### src/rtl/fir_mc_serial_pkg.sv
// Shared widths, FSM encoding and output rounding/saturation for the serial multi-channel FIR.
// The accumulator is sized so that MAX_TAPS full-scale products can never wrap.
package fir_mc_serial_pkg;

    localparam int NUM_CH   = 2;
    localparam int IN_W     = 3;
    localparam int COEF_W   = 16;
    localparam int MAX_TAPS = 32;
    localparam int OUT_W    = 16;
    localparam int SHIFT    = 0;

    function automatic int clog2(input int value);
        int r;
        r = 0;
        while ((1 << r) < value) r++;
        return r;
    endfunction

    localparam int AW     = clog2(MAX_TAPS);
    localparam int NW     = AW + 1;
    localparam int CH_W   = (NUM_CH > 1) ? clog2(NUM_CH) : 1;
    localparam int PROD_W = IN_W + COEF_W;
    localparam int ACC_W  = PROD_W + AW;

    typedef enum logic [1:0] {ST_IDLE, ST_LOAD, ST_MAC, ST_OUT} state_t;

    // Half an output LSB; evaluates to zero when no shift is applied.
    localparam logic signed [ACC_W:0] ROUND_K = (ACC_W + 1)'((2 ** SHIFT) / 2);
    localparam logic signed [ACC_W:0] SAT_HI  = (ACC_W + 1)'((2 ** (OUT_W - 1)) - 1);
    localparam logic signed [ACC_W:0] SAT_LO  = -SAT_HI - (ACC_W + 1)'(1);

    function automatic logic signed [OUT_W-1:0] roundSat(input logic signed [ACC_W-1:0] acc);
        logic signed [ACC_W:0] r;
        r = ((ACC_W + 1)'(acc) + ROUND_K) >>> SHIFT;
        if (r > SAT_HI) return SAT_HI[OUT_W-1:0];
        if (r < SAT_LO) return SAT_LO[OUT_W-1:0];
        return r[OUT_W-1:0];
    endfunction

endpackage

### src/rtl/fir_mc_serial_if.sv
// Control, coefficient-write, sample and result signals of the serial FIR.
// master drives the strobe/coefficient/sample side; slave is the filter.
interface fir_mc_serial_if;
    import fir_mc_serial_pkg::*;

    logic                     iEnSample;
    logic                     iCoeffUpdateFlag;
    logic                     iCoeffWrEn;
    logic [AW-1:0]            iAddrRam;
    logic signed [COEF_W-1:0] iWrDtRam;
    logic [NW-1:0]            iNumOfCoeff;
    logic [NUM_CH*IN_W-1:0]   iFirIn;
    logic signed [OUT_W-1:0]  oFirOut;
    logic [CH_W-1:0]          oChannel;
    logic                     oValid;
    logic                     oBusy;
    logic                     oOverrun;

    modport master (
        output iEnSample, iCoeffUpdateFlag, iCoeffWrEn, iAddrRam, iWrDtRam, iNumOfCoeff, iFirIn,
        input  oFirOut, oChannel, oValid, oBusy, oOverrun
    );

    modport slave (
        input  iEnSample, iCoeffUpdateFlag, iCoeffWrEn, iAddrRam, iWrDtRam, iNumOfCoeff, iFirIn,
        output oFirOut, oChannel, oValid, oBusy, oOverrun
    );

endinterface

### src/rtl/fir_mc_serial_coeff_ram.sv
// Coefficient store: one synchronous write port, one combinational read port.
// Read data follows rdAddr in the same cycle; no reset, contents survive iRst.
module fir_mc_serial_coeff_ram import fir_mc_serial_pkg::*; (
    input  logic                     iClk12M,
    input  logic                     wrEn,
    input  logic [AW-1:0]            wrAddr,
    input  logic signed [COEF_W-1:0] wrDat,
    input  logic [AW-1:0]            rdAddr,
    output logic signed [COEF_W-1:0] rdDat
);

    logic signed [COEF_W-1:0] mem [MAX_TAPS];

    always_ff @(posedge iClk12M) begin
        if (wrEn) mem[wrAddr] <= wrDat;
    end

    assign rdDat = mem[rdAddr];

endmodule

### src/rtl/fir_mc_serial.sv
// Time-multiplexed FIR: one MAC walks N taps for each channel in turn after every sample strobe.
// Channel c result appears (c+1)(N+1)+1 cycles after the strobe; strobes while busy are dropped and flagged.
module fir_mc_serial import fir_mc_serial_pkg::*; (
    input  logic           iClk12M,
    input  logic           iRst,
    fir_mc_serial_if.slave bus
);

    state_t                   state;
    logic [AW-1:0]            wp, headPtr, rdPtr, tap;
    logic [NW-1:0]            nTaps, nClamp;
    logic [CH_W-1:0]          ch;
    logic [NUM_CH*IN_W-1:0]   sampLatch;
    logic signed [IN_W-1:0]   dly [NUM_CH][MAX_TAPS];
    logic signed [ACC_W-1:0]  acc;
    logic signed [COEF_W-1:0] coefRd;
    logic signed [PROD_W-1:0] prod;
    logic signed [OUT_W-1:0]  firOut;
    logic [CH_W-1:0]          chan;
    logic                     valid, busy, overrun;
    logic                     lastTap, lastCh, coefWe;

    assign coefWe  = bus.iCoeffWrEn && bus.iCoeffUpdateFlag && (state == ST_IDLE);
    assign lastTap = ({1'b0, tap} == nTaps - NW'(1));
    assign lastCh  = (ch == CH_W'(NUM_CH - 1));
    assign prod    = PROD_W'(dly[ch][rdPtr]) * PROD_W'(coefRd);

    always_comb begin
        nClamp = bus.iNumOfCoeff;
        if (bus.iNumOfCoeff == '0)                nClamp = NW'(1);
        else if (bus.iNumOfCoeff > NW'(MAX_TAPS)) nClamp = NW'(MAX_TAPS);
    end

    fir_mc_serial_coeff_ram uCoeffRam (
        .iClk12M (iClk12M),
        .wrEn    (coefWe),
        .wrAddr  (bus.iAddrRam),
        .wrDat   (bus.iWrDtRam),
        .rdAddr  (tap),
        .rdDat   (coefRd)
    );

    always_ff @(posedge iClk12M or posedge iRst) begin
        if (iRst) begin
            for (int c = 0; c < NUM_CH; c++)
                for (int t = 0; t < MAX_TAPS; t++)
                    dly[c][t] <= '0;
        end else if (state == ST_LOAD) begin
            for (int c = 0; c < NUM_CH; c++)
                dly[c][wp] <= sampLatch[c*IN_W +: IN_W];
        end
    end

    always_ff @(posedge iClk12M or posedge iRst) begin
        if (iRst) begin
            state     <= ST_IDLE;
            wp        <= '0;
            headPtr   <= '0;
            rdPtr     <= '0;
            tap       <= '0;
            nTaps     <= NW'(1);
            ch        <= '0;
            acc       <= '0;
            sampLatch <= '0;
            firOut    <= '0;
            chan      <= '0;
            valid     <= 1'b0;
            busy      <= 1'b0;
            overrun   <= 1'b0;
        end else begin
            valid   <= 1'b0;
            overrun <= bus.iEnSample && (state != ST_IDLE);
            case (state)
                ST_IDLE: begin
                    if (bus.iEnSample && !bus.iCoeffUpdateFlag) begin
                        sampLatch <= bus.iFirIn;
                        nTaps     <= nClamp;
                        busy      <= 1'b1;
                        state     <= ST_LOAD;
                    end
                end
                ST_LOAD: begin
                    headPtr <= wp;
                    rdPtr   <= wp;
                    wp      <= (wp == AW'(MAX_TAPS - 1)) ? '0 : wp + 1'b1;
                    tap     <= '0;
                    ch      <= '0;
                    acc     <= '0;
                    state   <= ST_MAC;
                end
                ST_MAC: begin
                    // Walk backwards through the circular delay line: tap k sees sample n-k.
                    acc   <= acc + ACC_W'(prod);
                    rdPtr <= (rdPtr == '0) ? AW'(MAX_TAPS - 1) : rdPtr - 1'b1;
                    tap   <= tap + 1'b1;
                    if (lastTap) state <= ST_OUT;
                end
                ST_OUT: begin
                    firOut <= roundSat(acc);
                    chan   <= ch;
                    valid  <= 1'b1;
                    acc    <= '0;
                    tap    <= '0;
                    rdPtr  <= headPtr;
                    if (lastCh) begin
                        busy  <= 1'b0;
                        state <= ST_IDLE;
                    end else begin
                        ch    <= ch + 1'b1;
                        state <= ST_MAC;
                    end
                end
                default: state <= ST_IDLE;
            endcase
        end
    end

    assign bus.oFirOut  = firOut;
    assign bus.oChannel = chan;
    assign bus.oValid   = valid;
    assign bus.oBusy    = busy;
    assign bus.oOverrun = overrun;

endmodule

### src/flat_wrapper.sv
// flat-port wrapper written by rule: the top's interface ports become plain ports
module fir_mc_serial_flat import fir_mc_serial_pkg::*;
  (iClk12M, iRst, bus_iEnSample, bus_iCoeffUpdateFlag, bus_iCoeffWrEn, bus_iAddrRam, bus_iWrDtRam, bus_iNumOfCoeff, bus_iFirIn, bus_oFirOut, bus_oChannel, bus_oValid, bus_oBusy, bus_oOverrun);
  fir_mc_serial_if bus_i ();
  input  logic iClk12M;
  input  logic iRst;
  input wire logic [$bits(bus_i.iEnSample)-1:0] bus_iEnSample;
  input wire logic [$bits(bus_i.iCoeffUpdateFlag)-1:0] bus_iCoeffUpdateFlag;
  input wire logic [$bits(bus_i.iCoeffWrEn)-1:0] bus_iCoeffWrEn;
  input wire logic [$bits(bus_i.iAddrRam)-1:0] bus_iAddrRam;
  input wire logic [$bits(bus_i.iWrDtRam)-1:0] bus_iWrDtRam;
  input wire logic [$bits(bus_i.iNumOfCoeff)-1:0] bus_iNumOfCoeff;
  input wire logic [$bits(bus_i.iFirIn)-1:0] bus_iFirIn;
  output wire logic [$bits(bus_i.oFirOut)-1:0] bus_oFirOut;
  output wire logic [$bits(bus_i.oChannel)-1:0] bus_oChannel;
  output wire logic [$bits(bus_i.oValid)-1:0] bus_oValid;
  output wire logic [$bits(bus_i.oBusy)-1:0] bus_oBusy;
  output wire logic [$bits(bus_i.oOverrun)-1:0] bus_oOverrun;
  assign bus_i.iEnSample = bus_iEnSample;
  assign bus_i.iCoeffUpdateFlag = bus_iCoeffUpdateFlag;
  assign bus_i.iCoeffWrEn = bus_iCoeffWrEn;
  assign bus_i.iAddrRam = bus_iAddrRam;
  assign bus_i.iWrDtRam = bus_iWrDtRam;
  assign bus_i.iNumOfCoeff = bus_iNumOfCoeff;
  assign bus_i.iFirIn = bus_iFirIn;
  assign bus_oFirOut = bus_i.oFirOut;
  assign bus_oChannel = bus_i.oChannel;
  assign bus_oValid = bus_i.oValid;
  assign bus_oBusy = bus_i.oBusy;
  assign bus_oOverrun = bus_i.oOverrun;
  fir_mc_serial u_core (.iClk12M(iClk12M), .iRst(iRst), .bus(bus_i));
endmodule
### config.mk
export PLATFORM = sky130hd
export DESIGN_NAME = fir_mc_serial_flat
export DESIGN_NICKNAME = d
export VERILOG_FILES = /design/src/rtl/fir_mc_serial_pkg.sv /design/src/rtl/fir_mc_serial_if.sv /design/src/rtl/fir_mc_serial_coeff_ram.sv /design/src/rtl/fir_mc_serial.sv /design/src/flat_wrapper.sv
export SDC_FILE = /design/constraint.sdc
export NUM_CORES = 1
export LEC_CHECK = 0
export ABC_AREA = 0
export ABC_CLOCK_PERIOD_IN_PS = 12230
export CAP_MARGIN = 20
export CORE_MARGIN = 3
export CORE_UTILIZATION = 35
export CTS_BUF_LIST = sky130_fd_sc_hd__clkbuf_16
export CTS_CLUSTER_SIZE = 20
export DETAILED_ROUTE_END_ITERATION = 10
export PLACE_DENSITY = 0.49
export SLEW_MARGIN = 10
export SYNTH_ARGS = -nofsm -noshare
export SYNTH_HDL_FRONTEND = slang
export SYNTH_SLANG_ARGS = --single-unit
### constraint.sdc
create_clock -name iClk12M -period 12.23 [get_ports iClk12M]
set_input_delay 3.0575 -clock iClk12M [delete_from_list [all_inputs] [get_ports iClk12M]]
set_output_delay 3.0575 -clock iClk12M [all_outputs]
set_load 0.02 [all_outputs]
==> metrics.md <==
| Metric | Value |
|---|---|
| Status | complete, no violations |
| DIE AREA | 0.1027 mm² |
| Root Buffer | clkbuf_16 |
| First-pass DRT Iterations | 5 |
| Initial Util | 35.53% |
| Fillers | 8757 |
| MaxCap Viol Count | 0 |
| Number of synthesized flops with an enable pin | 512 |
| Worst path required time | 12.72 ns |
| Ys async rst share | 34.61% |
| Via density per instance | 5.313 |
| Final TNS setup | 0 ns |
| Initial antenna violation count | 4 |
| FF-to-FF Start | u_core.ch$_DFFE_PP0N_ |
| CP Buf/Inv Count | 3 |
| Clk Latency, worst-skew pair | 0.64 ns |
| First-pass GRT wire length | 127500 µm |
| Via count | 18460 |
| Hold depth | 1 |
| CTS Hold Bufs | 0 |
| R2r setup slk | 4.99 ns |
| Final min period | 7.243 ns |
| Setup Buffers After CTS | 0 |
| Number of distinct library cells after synthesis | 65 |
| Area Overhead vs Synth | 14.22% |
| I/O Buffers | 57 |
| RSZ-0062 raised after global routing | no |
| Most common cell after layout, fill and taps aside | edfxtp_1 |
| Setup WS post-layout | 4.987 ns |
| Worst Path Class, Setup | register to register |
| Post-cts repair resize count | 0 |
| R2R Path End | u_core.acc[22]$_DFFE_PP0P_ |
| Vias in the first global route | 19790 |
| Clock-pin slew on the worst setup and hold paths | 0.06 ns |
| Drt drc | 0 |
| Setup violators final | 0 |
| Final WL | 83200 µm |
| Worst hold path endpoint | u_core.bus.oFirOut[10]$_DFFE_PP0P_ |
| Layout cells sized above 1 | 29.42% |
| Metal-1 WL | 38110 µm |
| IO Count | 58 |
| Critical hold path startpoint | u_core.bus.oFirOut[10]$_DFFE_PP0P_ |
| Clock Path Buffers | 3 |
| Syn nets | 2155 |
| Top sig layer | met4 |
| Startpoint types | register |
| CTS Buf Count | 87 |
| Cells after Synth | 2019 |
| Finished Core Util | 40.58% |
| Met2 WL | 39750 µm |
| Final worst path period share | 59.23% |
| Pwr dens | 285.1 mW/mm² |
| Clk sink count | 783 |
| Hold Path Class | register to register |
| Global placer's final weighted congestion | 0.8181 |
| Family with the most delay on the worst path | adder cells |
| Fmax | 138.1 MHz |
| CP max FO | 40 |
| Placed cell count | 3297 |
| TritonCTS clock tree | built |
| R2R cell count | 20 |
| DP Worst Slack | 4.910 ns |
| Final nets | 2262 |
| Peak supply drop | 255.9 µV |
| Tot GR Track Use | 16.51% |
| Flops & latches, synth | 783 |
| Synth Area per Inst | 17.14 µm² |
| GR Overflow Total | 0 |
| Worst path max stage delay | 0.68 ns |
| Final HPWL DP | 50910 µm |
| Ys Warns | 0 |
| Width of the chip | 320.5 µm |
| Initial DRC count | 1428 |
| Synth Cell Area | 0.03461 mm² |
| Wire length per cell | 23.95 µm |
| WL met3 | 3768 µm |
| Worst path arrival time | 7.73 ns |
| Pins over their slew limit | 0 |
| Top_reg_cell synth | edfxtp_1 |
| Fin. Hold Viols | 0 |
| Core ar. | 0.09742 mm² |
| Die height | 320.5 µm |
| Actual transition at the worst max-transition pin | 1.078 ns |
| Largest net degree at the start of global routing | 79 |
| H-tree depth | 3 |
| Critical-path cell list | buf_4 -> mux4_2 -> mux4_2 -> mux2_4 -> o21ai_4 -> nand2b_1 -> fa_1 -> fa_1 -> fa_1 -> inv_1 -> ha_1 -> inv_1 -> fa_1 -> nor2b_1 -> o31a_1 -> o32ai_1 -> o21ai_0 -> a311oi_1 -> xor2_1 -> o21ai_0 |
| Most frequent cells in the layout | 512 x edfxtp_1, 264 x dfrtp_1, 209 x mux2_2, 204 x mux4_2, 91 x nand2_1 |
| Antenna viol nets, final | 0 |
| Max Clock Skew | 0.02147 ns |
| Cell area after placement | 0.03674 mm² |
| Design Area, Final | 0.03953 mm² |
| Fin cells | 3474 |
| Sequential fraction of the synthesis area | 64.02% |
| Leakage | 0.01462 µW |
| Nature of the critical path endpoint | register |
| CP max-delay cell | buf_4 |
| Slew HR | 27.90% |
| Row Count | 114 |
| Most used cell, CP | fa_1 |
==> per-layer routing <==
| metal | up-vias | track usage (%) |
|---|---|---|
| li1 | 8068 | - |
| met1 | 9860 | 23.44 |
| met2 | 423 | 26.74 |
| met3 | 105 | 2.530 |
| met4 | 0 | 4.181 |
| met5 | - | 0 |
==> registers in the layout, indices dropped and copies added (netlist names) <==
register and count:
u_core.sampLatch 6, u_core.bus.oChannel 1, u_core.dly 192, u_core.rdPtr 5, u_core.bus.oOverrun 1, u_core.state 2, u_core.bus.oBusy 1, u_core.uCoeffRam.mem 512
u_core.headPtr 5, u_core.ch 1, u_core.acc 24, u_core.wp 5, u_core.tap 5, u_core.bus.oValid 1, u_core.nTaps 6, u_core.bus.oFirOut 16
==> power by group <==
group          switching, µW  internal [µW]  total [µW]
Combinational           3100           2380        5490
Clock                   1050           1300        2350
Sequential               311           3120        3440
Total                   4460           6810       11300
==> logic make-up after synthesis <==
group | synth area share (%)
compound gates | 3.174
xor+xnor | 0.6579
fa+ha+maj | 4.367
buf+inv | 2.086
flops | 64.02
mux | 21.08
simple gates | 4.616
==> cell usage after synthesis (17+ instances only) <==
master	count	area [µm²]
edfxtp_1	512	15370
dfrtp_1	270	6756
mux2_2	209	2354
mux4_2	204	4594
nor2_1	119	446.7
nand2_1	91	341.6
clkbuf_1	68	255.2
ha_1	60	750.7
o21ai_0	54	270.3
nand3_1	46	230.2
inv_1	39	146.4
fa_1	38	760.7
mux2i_1	32	320.3
a21oi_1	21	105.1
nor2b_1	18	112.6
nor3_1	17	85.08
==> layout make-up <==
type	instances	area, µm²	share of cell area [%]
clock inverters	71	351.6	0.8893
well taps	1276	1597	4.038
clock buffers	88	2202	5.570
repair buffers	129	1236	3.127
flip-flops and latches	783	22170	56.08
diodes	2	5.005	0.01266
inverters	40	157.7	0.3988
multi-input cells	1085	11810	29.88
==> metrics by stage <==
| stage | hold slack (ns) | total power, µW |
|---|---|---|
| finish | 0.4878 | 11270 |
| global route | 0.5085 | 12190 |
| detailed placement | 0.4762 | 8970 |
| floorplan | 0.4739 | 7581 |
| CTS | 0.4911 | 11400 |
| global placement | 0.4766 | 8924 |
==> how the worst max path moves through the flow <==
stage | from | endpoint | depth (start not counted)
4_1_cts | u_core.ch$_DFFE_PP0N_ | u_core.acc[22]$_DFFE_PP0P_ | 20
5_1_grt | u_core.ch$_DFFE_PP0N_ | u_core.acc[22]$_DFFE_PP0P_ | 20
6_report | u_core.ch$_DFFE_PP0N_ | u_core.acc[22]$_DFFE_PP0P_ | 20
3_5_place_dp | u_core.ch$_DFFE_PP0N_ | u_core.acc[22]$_DFFE_PP0P_ | 20
2_1_floorplan | iRst | u_core.acc[0]$_DFFE_PP0P_ | 1
3_3_place_gp | u_core.ch$_DFFE_PP0N_ | u_core.acc[22]$_DFFE_PP0P_ | 20
Note: power is estimated with default switching activity, not from simulation.
